--- config.mk ---
export PLATFORM = sky130hd
export DESIGN_NAME = mem_stage_flat
export DESIGN_NICKNAME = d
export VERILOG_FILES = /design/src/rtl/mem_stage_pkg.sv /design/src/rtl/mem_stage_if.sv /design/src/rtl/load_align.sv /design/src/rtl/mem_stage.sv /design/src/flat_wrapper.sv
export SDC_FILE = /design/constraint.sdc
export NUM_CORES = 1
export LEC_CHECK = 0
export BUFFER_PORTS_ARGS = -buffer_cell sky130_fd_sc_hd__buf_4
export CORE_MARGIN = 8
export CORE_UTILIZATION = 52
export DETAILED_ROUTE_END_ITERATION = 7
export PLACE_DENSITY_LB_ADDON = 0.3
export SETUP_SLACK_MARGIN = 0.15
export SYNTH_ARGS = -nofsm -noshare
export SYNTH_HDL_FRONTEND = slang
export SYNTH_SLANG_ARGS = --single-unit
--- constraint.sdc ---
create_clock -name clk -period 4.2 [get_ports clk]
set_input_delay 0 -clock clk [delete_from_list [all_inputs] [get_ports clk]]
set_output_delay 0 -clock clk [all_outputs]
set_load 0.01 [all_outputs]
--- src/rtl/mem_stage_pkg.sv ---
// Shared CPU header for the memory stage: bus widths, load encodings, bus payloads, FSM states.
package mem_stage_pkg;

    localparam int unsigned EXE_TO_MEM_BUS_WD = 74;
    localparam int unsigned MEM_TO_WB_BUS_WD  = 70;
    localparam int unsigned DATA_WD           = 32;
    localparam int unsigned REG_ADDR_WD       = 5;
    localparam int unsigned LD_TYPE_WD        = 3;

    // Load type encodings; 101-111 behave as a word load
    localparam logic [LD_TYPE_WD-1:0] LD_W  = 3'b000;
    localparam logic [LD_TYPE_WD-1:0] LD_B  = 3'b001;
    localparam logic [LD_TYPE_WD-1:0] LD_BU = 3'b010;
    localparam logic [LD_TYPE_WD-1:0] LD_H  = 3'b011;
    localparam logic [LD_TYPE_WD-1:0] LD_HU = 3'b100;

    typedef struct packed {
        logic [LD_TYPE_WD-1:0]  ld_type;
        logic                   res_from_mem;
        logic                   gr_we;
        logic [REG_ADDR_WD-1:0] dest;
        logic [DATA_WD-1:0]     alu_result;
        logic [DATA_WD-1:0]     pc;
    } exe_to_mem_t;

    typedef struct packed {
        logic                   gr_we;
        logic [REG_ADDR_WD-1:0] dest;
        logic [DATA_WD-1:0]     final_result;
        logic [DATA_WD-1:0]     pc;
    } mem_to_wb_t;

    typedef enum logic [1:0] {
        ST_EMPTY = 2'd0,
        ST_WAIT  = 2'd1,
        ST_READY = 2'd2
    } mem_state_e;

endpackage

--- src/rtl/mem_stage_if.sv ---
// Memory stage connections: upstream/downstream handshakes, load response and bypass taps.
interface mem_stage_if
    import mem_stage_pkg::*;
();

    logic                         exe_to_mem_valid;
    logic [EXE_TO_MEM_BUS_WD-1:0] exe_to_mem_bus;
    logic                         mem_allowin;
    logic                         mem_to_wb_valid;
    logic [MEM_TO_WB_BUS_WD-1:0]  mem_to_wb_bus;
    logic                         wb_allowin;
    logic                         data_sram_data_ok;
    logic [DATA_WD-1:0]           data_sram_rdata;
    logic                         gr_we_mem;
    logic [REG_ADDR_WD-1:0]       dest_mem;
    logic [DATA_WD-1:0]           forward_data_mem;
    logic                         mem_load_pending;

    // Surrounding pipeline / environment side
    modport master (
        output exe_to_mem_valid, exe_to_mem_bus, wb_allowin,
               data_sram_data_ok, data_sram_rdata,
        input  mem_allowin, mem_to_wb_valid, mem_to_wb_bus,
               gr_we_mem, dest_mem, forward_data_mem, mem_load_pending
    );

    // Memory stage side
    modport slave (
        input  exe_to_mem_valid, exe_to_mem_bus, wb_allowin,
               data_sram_data_ok, data_sram_rdata,
        output mem_allowin, mem_to_wb_valid, mem_to_wb_bus,
               gr_we_mem, dest_mem, forward_data_mem, mem_load_pending
    );

endinterface

--- src/rtl/load_align.sv ---
// Picks the addressed byte/halfword out of a load word and sign/zero extends it.
module load_align
    import mem_stage_pkg::*;
(
    input  logic [LD_TYPE_WD-1:0] ld_type,
    input  logic [1:0]            addr_lo,
    input  logic [DATA_WD-1:0]    rdata,
    output logic [DATA_WD-1:0]    load_data
);

    logic [7:0]  byte_sel;
    logic [15:0] half_sel;

    // Lane select by low address bits, then extend by load type
    always_comb begin
        case (addr_lo)
            2'd1:    byte_sel = rdata[15:8];
            2'd2:    byte_sel = rdata[23:16];
            2'd3:    byte_sel = rdata[31:24];
            default: byte_sel = rdata[7:0];
        endcase
        half_sel = addr_lo[1] ? rdata[31:16] : rdata[15:0];
        case (ld_type)
            LD_B:    load_data = {{24{byte_sel[7]}}, byte_sel};
            LD_BU:   load_data = {24'd0, byte_sel};
            LD_H:    load_data = {{16{half_sel[15]}}, half_sel};
            LD_HU:   load_data = {16'd0, half_sel};
            default: load_data = rdata;
        endcase
    end

endmodule

--- src/rtl/mem_stage.sv ---
// Memory pipeline stage: holds one instruction, waits for its load response, hands it to WB.
module mem_stage
    import mem_stage_pkg::*;
(
    input  logic       clk,
    input  logic       reset,
    mem_stage_if.slave mem_if
);

    mem_state_e         state_q;
    mem_state_e         state_d;
    exe_to_mem_t        in_bus;
    exe_to_mem_t        bus_q;
    mem_to_wb_t         wb_bus;
    logic [DATA_WD-1:0] buf_q;
    logic [DATA_WD-1:0] load_word;
    logic [DATA_WD-1:0] load_data;
    logic [DATA_WD-1:0] final_result;
    logic               mem_valid;
    logic               mem_ready_go;
    logic               allowin;
    logic               in_fire;
    logic               out_fire;
    logic               buf_en;

    assign in_bus = exe_to_mem_t'(mem_if.exe_to_mem_bus);

    // While waiting the response is forwarded straight through; afterwards the buffer is used
    assign load_word = (state_q == ST_WAIT) ? mem_if.data_sram_rdata : buf_q;

    load_align u_load_align (
        .ld_type   (bus_q.ld_type),
        .addr_lo   (bus_q.alu_result[1:0]),
        .rdata     (load_word),
        .load_data (load_data)
    );

    assign final_result = bus_q.res_from_mem ? load_data : bus_q.alu_result;

    // State register
    always_ff @(posedge clk) begin
        if (reset) begin
            state_q <= ST_EMPTY;
        end else begin
            state_q <= state_d;
        end
    end

    // Instruction and load-data holding registers (contents need no reset)
    always_ff @(posedge clk) begin
        if (in_fire) begin
            bus_q <= in_bus;
        end
        if (buf_en) begin
            buf_q <= mem_if.data_sram_rdata;
        end
    end

    // Handshake, next state and outputs
    always_comb begin
        state_d      = state_q;
        buf_en       = 1'b0;
        mem_valid    = (state_q != ST_EMPTY);
        mem_ready_go = (state_q == ST_READY)
                     || ((state_q == ST_WAIT) && mem_if.data_sram_data_ok);
        allowin      = !mem_valid || (mem_ready_go && mem_if.wb_allowin);
        out_fire     = mem_valid && mem_ready_go && mem_if.wb_allowin;
        in_fire      = mem_if.exe_to_mem_valid && allowin;

        case (state_q)
            ST_WAIT: begin
                if (mem_if.data_sram_data_ok) begin
                    buf_en  = 1'b1;
                    state_d = ST_READY;
                end
            end
            ST_EMPTY, ST_READY: ;
            default: state_d = ST_EMPTY;
        endcase
        if (out_fire) begin
            state_d = ST_EMPTY;
        end
        if (in_fire) begin
            state_d = in_bus.res_from_mem ? ST_WAIT : ST_READY;
        end

        wb_bus.gr_we        = bus_q.gr_we;
        wb_bus.dest         = bus_q.dest;
        wb_bus.final_result = final_result;
        wb_bus.pc           = bus_q.pc;

        mem_if.mem_allowin      = allowin;
        mem_if.mem_to_wb_valid  = mem_valid && mem_ready_go;
        mem_if.mem_to_wb_bus    = wb_bus;
        mem_if.gr_we_mem        = mem_valid && bus_q.gr_we;
        mem_if.dest_mem         = mem_valid ? bus_q.dest : '0;
        mem_if.forward_data_mem = mem_valid ? final_result : '0;
        mem_if.mem_load_pending = (state_q == ST_WAIT) && !mem_if.data_sram_data_ok;
    end

endmodule
--- src/flat_wrapper.sv ---
// flat-port wrapper written by rule: the top's interface ports become plain ports
module mem_stage_flat import mem_stage_pkg::*;
  (clk, reset, mem_if_exe_to_mem_valid, mem_if_exe_to_mem_bus, mem_if_wb_allowin, mem_if_data_sram_data_ok, mem_if_data_sram_rdata, mem_if_mem_allowin, mem_if_mem_to_wb_valid, mem_if_mem_to_wb_bus, mem_if_gr_we_mem, mem_if_dest_mem, mem_if_forward_data_mem, mem_if_mem_load_pending);
  mem_stage_if mem_if_i ();
  input  logic clk;
  input  logic reset;
  input wire logic [$bits(mem_if_i.exe_to_mem_valid)-1:0] mem_if_exe_to_mem_valid;
  input wire logic [$bits(mem_if_i.exe_to_mem_bus)-1:0] mem_if_exe_to_mem_bus;
  input wire logic [$bits(mem_if_i.wb_allowin)-1:0] mem_if_wb_allowin;
  input wire logic [$bits(mem_if_i.data_sram_data_ok)-1:0] mem_if_data_sram_data_ok;
  input wire logic [$bits(mem_if_i.data_sram_rdata)-1:0] mem_if_data_sram_rdata;
  output wire logic [$bits(mem_if_i.mem_allowin)-1:0] mem_if_mem_allowin;
  output wire logic [$bits(mem_if_i.mem_to_wb_valid)-1:0] mem_if_mem_to_wb_valid;
  output wire logic [$bits(mem_if_i.mem_to_wb_bus)-1:0] mem_if_mem_to_wb_bus;
  output wire logic [$bits(mem_if_i.gr_we_mem)-1:0] mem_if_gr_we_mem;
  output wire logic [$bits(mem_if_i.dest_mem)-1:0] mem_if_dest_mem;
  output wire logic [$bits(mem_if_i.forward_data_mem)-1:0] mem_if_forward_data_mem;
  output wire logic [$bits(mem_if_i.mem_load_pending)-1:0] mem_if_mem_load_pending;
  assign mem_if_i.exe_to_mem_valid = mem_if_exe_to_mem_valid;
  assign mem_if_i.exe_to_mem_bus = mem_if_exe_to_mem_bus;
  assign mem_if_i.wb_allowin = mem_if_wb_allowin;
  assign mem_if_i.data_sram_data_ok = mem_if_data_sram_data_ok;
  assign mem_if_i.data_sram_rdata = mem_if_data_sram_rdata;
  assign mem_if_mem_allowin = mem_if_i.mem_allowin;
  assign mem_if_mem_to_wb_valid = mem_if_i.mem_to_wb_valid;
  assign mem_if_mem_to_wb_bus = mem_if_i.mem_to_wb_bus;
  assign mem_if_gr_we_mem = mem_if_i.gr_we_mem;
  assign mem_if_dest_mem = mem_if_i.dest_mem;
  assign mem_if_forward_data_mem = mem_if_i.forward_data_mem;
  assign mem_if_mem_load_pending = mem_if_i.mem_load_pending;
  mem_stage u_core (.clk(clk), .reset(reset), .mem_if(mem_if_i));
endmodule
### Yosys cells after proc, flatten, opt, wreduce, memory -nomap -nowiden

Cells that the tools add are included.

* output and inout port bits: 111
* register bits: 108

* eq/ne operators: 11
* multiplexer cells: 14
* reduce and logical (&&, ||, !) cells: 15

Operators by type and width (number)
* case mux 32 bit (4 select lines): 1
* 2-to-1 mux 32 bit: 3
* case mux 8 bit (3 select lines): 1
* 2-to-1 mux 16 bit: 1
* 2-to-1 mux 2 bit: 4
* logical AND 1 bit: 7
* equality test 2 bit, second input constant: 3
* equality test 3 x 2 -> 1 bit, second input constant: 2
* 2-to-1 mux 5 bit: 1
* equality test 2 x 1 -> 1 bit, second input constant: 2
* != test 4 x 2 -> 1 bit, second input constant: 1
* case mux 2 bit (2 select lines): 1
* equality test 3 x 1 -> 1 bit, second input constant: 1
* equality test 3 bit, second input constant: 1
* != test 3 x 1 -> 1 bit, second input constant: 1
* logical NOT 1 bit: 2
* logical NOT 2 bit: 1
* logical OR 1 bit: 2
* 2-to-1 mux 1 bit: 2
* AND reduction 2 bit: 1
* nonzero test 2 bit: 1
* OR reduction 2 bit: 1

### Depth between registers and ports, before layout

* word-level depth: 8
* gate-level depth with buffers: 9
* gate-level depth less buffers: 5

### By module

Synthesis repeated with hierarchy kept, for this count alone.

* cells, all modules: 383
* area total of the unflattened synthesis: 5723.0 um2

Modules (own cells, without submodules)
* mem_stage: sequential area each 3223.1 um2, times used 1, area an instance 4839.6 um2, cells each 284
* load_align: sequential area each 0.0 um2, times used 1, area an instance 883.3 um2, cells each 99

### Worst setup path after synthesis

OpenSTA, ideal clock, no wires.

* path type: reg-to-reg
* start: register u_core.state_q[1]
* end: register u_core.bus_q[32] in the netlist's numbering (enable)
* slack: 1.179 ns
* cell stages (with the launch flop): 4
* data arrival time: 2.580 ns
* library setup time: 0.441 ns
* clock period less this slack: 3.021 ns
* cell sequence: dfxtp_1 -> nand2b_1 -> o22ai_1 -> and2_1

* cells in the longest elaborated chain, start to end: 6

Ends and longest elaborated chain
* from (decl): RTL line mem_stage.sv:10 `mem_state_e state_q;`
* from (signal assigned): RTL line mem_stage.sv:45 `state_q <= state_d;`
* equality test 2 x 1 -> 1 bit: RTL line mem_stage.sv:65 `|| ((state_q == ST_WAIT) && mem_if.data_sram_data_ok);`
* logical AND 1 bit: RTL line mem_stage.sv:65
* logical OR 1 bit: RTL line mem_stage.sv:65
* logical AND 1 bit: RTL line mem_stage.sv:66 `allowin = !mem_valid || (mem_ready_go && mem_if.wb_allowin);`
* logical OR 1 bit *: RTL line mem_stage.sv:66
* via mem_if_mem_allowin: RTL line flat_wrapper.sv:12 `output wire logic [$bits(mem_if_i.mem_allowin)-1:0] mem_if_mem_allowin;`
* logical AND 1 bit *: RTL line mem_stage.sv:68 `in_fire = mem_if.exe_to_mem_valid && allowin;`
* via u_core.in_fire: RTL line mem_stage.sv:22 `logic in_fire;`
* to (signal assigned): RTL line mem_stage.sv:52 `bus_q <= in_bus;`
* to (decl): RTL line mem_stage.sv:13 `exe_to_mem_t bus_q;`

Mark *: on every way through the listed nets, which the timed path passes. The rest lies on a longest branch.
A chain may end at the register's enable or synchronous reset.

### Final worst setup path

* start: register u_core.state_q[1]
* end: output port mem_if_forward_data_mem[4]

* cells in the longest elaborated chain, start to end: 6

Ends and longest elaborated chain
* equality test 2 x 1 -> 1 bit: RTL line mem_stage.sv:29 `assign load_word = (state_q == ST_WAIT) ? mem_if.data_sram_rdata : buf_q;`
* 2-to-1 mux 32 bit: RTL line mem_stage.sv:29
* case mux 8 bit (3 select lines) or 2-to-1 mux 16 bit (tied branches): RTL line load_align.sv:16, load_align.sv:22
* case mux 32 bit (4 select lines): RTL line load_align.sv:23 `case (ld_type)`
* 2-to-1 mux 32 bit: RTL line mem_stage.sv:38 `assign final_result = bus_q.res_from_mem ? load_data : bus_q.alu_result;`
* 2-to-1 mux 32 bit *: RTL line mem_stage.sv:97 `mem_if.forward_data_mem = mem_valid ? final_result : '0;`
* to (decl): RTL line flat_wrapper.sv:17 `output wire logic [$bits(mem_if_i.forward_data_mem)-1:0] mem_if_forward_data_mem;`

Every way passes the cells marked *; elsewhere a longest branch is shown, timed or not.

==> out/metrics.yaml <==
critPathMaxFanout: 30
port_buffers: 221
synth_area_um2: 5356
numCtsBuffers: 9
start_util: 0.5259
wl_per_cell_um: 22.70
totalWireLength_mm: 19.39
yosysSeqAreaShare: 0.6017
hold_path.class: "primary input to flop"
synth_top_area_share: 0.5943
ys_seq_elements: 108
wl_met2_mm: 9.535
status: "complete, no violations"
die-area_um2: 13800
rsz0062_at_grt: "no"
end_kind: "output port"
worst-setup-path-type: "flop to output port"
setup_viol: 0
fmax_mhz: 288.6
root_buffer: "clkbuf_8"
clk_pin_slew_ns: 0.11
syn_inst: 428
grt_overflow_total: 0
route.met3.wl_mm: 1.915
swShare: 0.3008
remaining_drc_errors: 0
power.share.combinational: 0.262
syn_avg_cell_area_um2: 12.51
grt_max_degree: 76
grt_pass1_vias: 5068
dpl.hpwl_mm: 12.65
cts.path.max_buffers: 2
p_int_uw: 1823
yosysTopAreaCell: "edfxtp_1"
dr.max_layer_used: "met4"
detail_route.first_pass.iterations: 5
die_w_um: 117.5
antenna_found_initial: 1
finalCritPeriodShare: 0.8251
cts_tree: "yes"
grt_pass1_wl_mm: 29.46
synth_common_cells: "106 x edfxtp_1, 46 x buf_4, 41 x nor2_1"
peakVddDrop_uv: 288.0
hold_viol: 0
p_sw_uw: 784.3
period_minus_slack_ns: 3.465
utilization: 0.7971
met1_length_mm: 7.300
clockPowerShare: 0.244
h-tree-depth: 3
synth_edf_count: 106
ant_nets: 0
insertion_delay_ns: 0.40
coreArea_um2: 10180
crit_required_ns: 4.20
routabilityCongestion: 0.8737
track_usage: 0.2757
rows: 37
cp-start-kind: "flop"
cellPowerDensity_nw_per_um2: 321.2
yosysMostFrequentCell: "edfxtp_1"
io_pins: 222
worstMarginPinSlew_ns: 0.9917
cts_sinks: 108
drtIter0Drc: 403
ys.warnings.count: 0
nets: 823
maxCapViolCount: 0
skew_ns: 0.006692
total_leakage_power_uw: 0.003429
synth-main-ff-cell: "edfxtp_1"
syn_nets: 539
drive_gt1_frac: 0.3682
vias: 4687
pwr-share-seq: 0.494
drv_slew: 0
tns_ns: 0
die_h_um: 117.5
vias_per_cell: 5.488
synthToLayoutAreaGrowth_pct: 51.55
ys_async_sr_fraction: 0
max-slew-margin-rel: 0.3388
synthTopCellsByArea: "edfxtp_1 59%, mux2i_1 6.7%, buf_4 6.4%, a211oi_1 3.2%, a21oi_1 2.9%"
synth_cell_types: 42
cp.arrival_ns: 3.47
final cells by class:
class | count | area [um^2]
Timing Repair Buffer | 338 | 2813
Multi-Input combinational cell | 251 | 1704
Clock inverter | 7 | 66.31
Clock buffer | 9 | 123.9
Inverter | 4 | 15.01
Tap cell | 136 | 170.2
Fill cell | 570 | 2067
Antenna cell | 1 | 2.502
Sequential cell | 108 | 3223
layout by cell type, fill, tap and decap left out, types with 2 or more instances in the layout:
| master | netlist | routed |
|---|---|---|
| a2111oi_0 | 2 | 2 |
| a211oi_1 | 23 | 23 |
| a211oi_2 | 7 | 7 |
| a21oi_1 | 31 | 31 |
| and2_1 | 8 | 7 |
| and3b_1 | 5 | 5 |
| buf_4 | 46 | 228 |
| clkbuf_8 | 0 | 9 |
| dfxtp_1 | 2 | 2 |
| dlygate4sd3_1 | 0 | 110 |
| edfxtp_1 | 106 | 106 |
| inv_1 | 4 | 4 |
| inv_6 | 0 | 3 |
| mux2i_1 | 36 | 36 |
| mux4_2 | 2 | 2 |
| nand2_1 | 12 | 12 |
| nand2b_1 | 6 | 5 |
| nand3_1 | 8 | 8 |
| nor2_1 | 41 | 39 |
| nor2_2 | 0 | 2 |
| nor2b_1 | 4 | 4 |
| nor3_1 | 13 | 13 |
| o21a_1 | 16 | 16 |
| o21ai_0 | 14 | 14 |
| o22ai_1 | 2 | 2 |
| or3b_2 | 2 | 2 |
| xnor2_1 | 2 | 2 |
worst max-delay path, stage by stage, from the launching register on:
cell      delay, ns
dfxtp_1        0.49
nand2b_2       0.70
buf_4          0.37
mux2i_1        0.31
mux2i_1        0.14
a211oi_1       0.66
nor3_1         0.18
buf_4          0.20
state kept, by name, indices dropped and copies added, names as in the netlist:
signal and cells:
u_core.mem_if.mem_to_wb_bus 38, u_core.buf_q 32, u_core.bus_q 36, u_core.state_q 2
final timing paths:
kind | slack [ns] | from | cells past startpoint | endpoint
worst min register to register | 1.22 | u_core.state_q[0] | 2 | u_core.state_q[1]
worst max register to register | 1.67 | u_core.state_q[1] | 6 | u_core.state_q[0]
worst max-delay path | 0.73 | u_core.state_q[1] | 7 | mem_if_forward_data_mem[4]
worst min-delay path | 0.31 | mem_if_exe_to_mem_bus[26] | 2 | u_core.mem_if.mem_to_wb_bus[26]
power groups by stage:
stage	clock network [uW]	logic [uW]	registers [uW]
6_report	637	683	1290
3_3_place_gp	0	572	1300
3_5_place_dp	0	582	1310
2_1_floorplan	0	309	1290
5_1_grt	689	720	1290
4_1_cts	645	667	1280
cells by family (layout without fill, tap and decap cells):
family	after synthesis	in the layout	synth area share
AOI/OAI and AO/OA	106	106	0.1385
other	0	1	0
xor gates and xnor gates	3	3	0.004906
buffers and inverters	69	358	0.08199
and+or+nand+nor	103	103	0.09507
muxes	39	39	0.07779
DFF	108	108	0.6017
layer usage:
layer  vias up  GRT usage
met3        39     0.1065
met1      2246     0.3109
met2       259     0.4591
met5         -          0
li1       2143          -
met4         0     0.1145
what timing repair did:
| action | in CTS | in global routing |
|---|---|---|
| hold buffers | 110 | 0 |
| hold endpoints to repair | 108 | 0 |
| endpoints found under the setup margin | 0 | 0 |
| gates resized for setup | 0 | 0 |
| buffers inserted | 0 | 0 |
stage by stage:
step / hold slack (ns) / power [uW] / setup slack [ns] / cells / cell area, um^2
3_3_place_gp: 0.1703 / 1876 / 1.443 / 727 / 6824
2_1_floorplan: 0.05457 / 1603 / 1.179 / 428 / 5356
6_report: 0.3108 / 2607 / 0.7346 / 854 / 8118
5_1_grt: 0.2985 / 2702 / 0.5887 / 854 / 8118
4_1_cts: 0.2906 / 2593 / 0.8824 / 853 / 8115
3_5_place_dp: 0.1731 / 1888 / 1.335 / 727 / 6824
(Power assumes the default switching activity.)
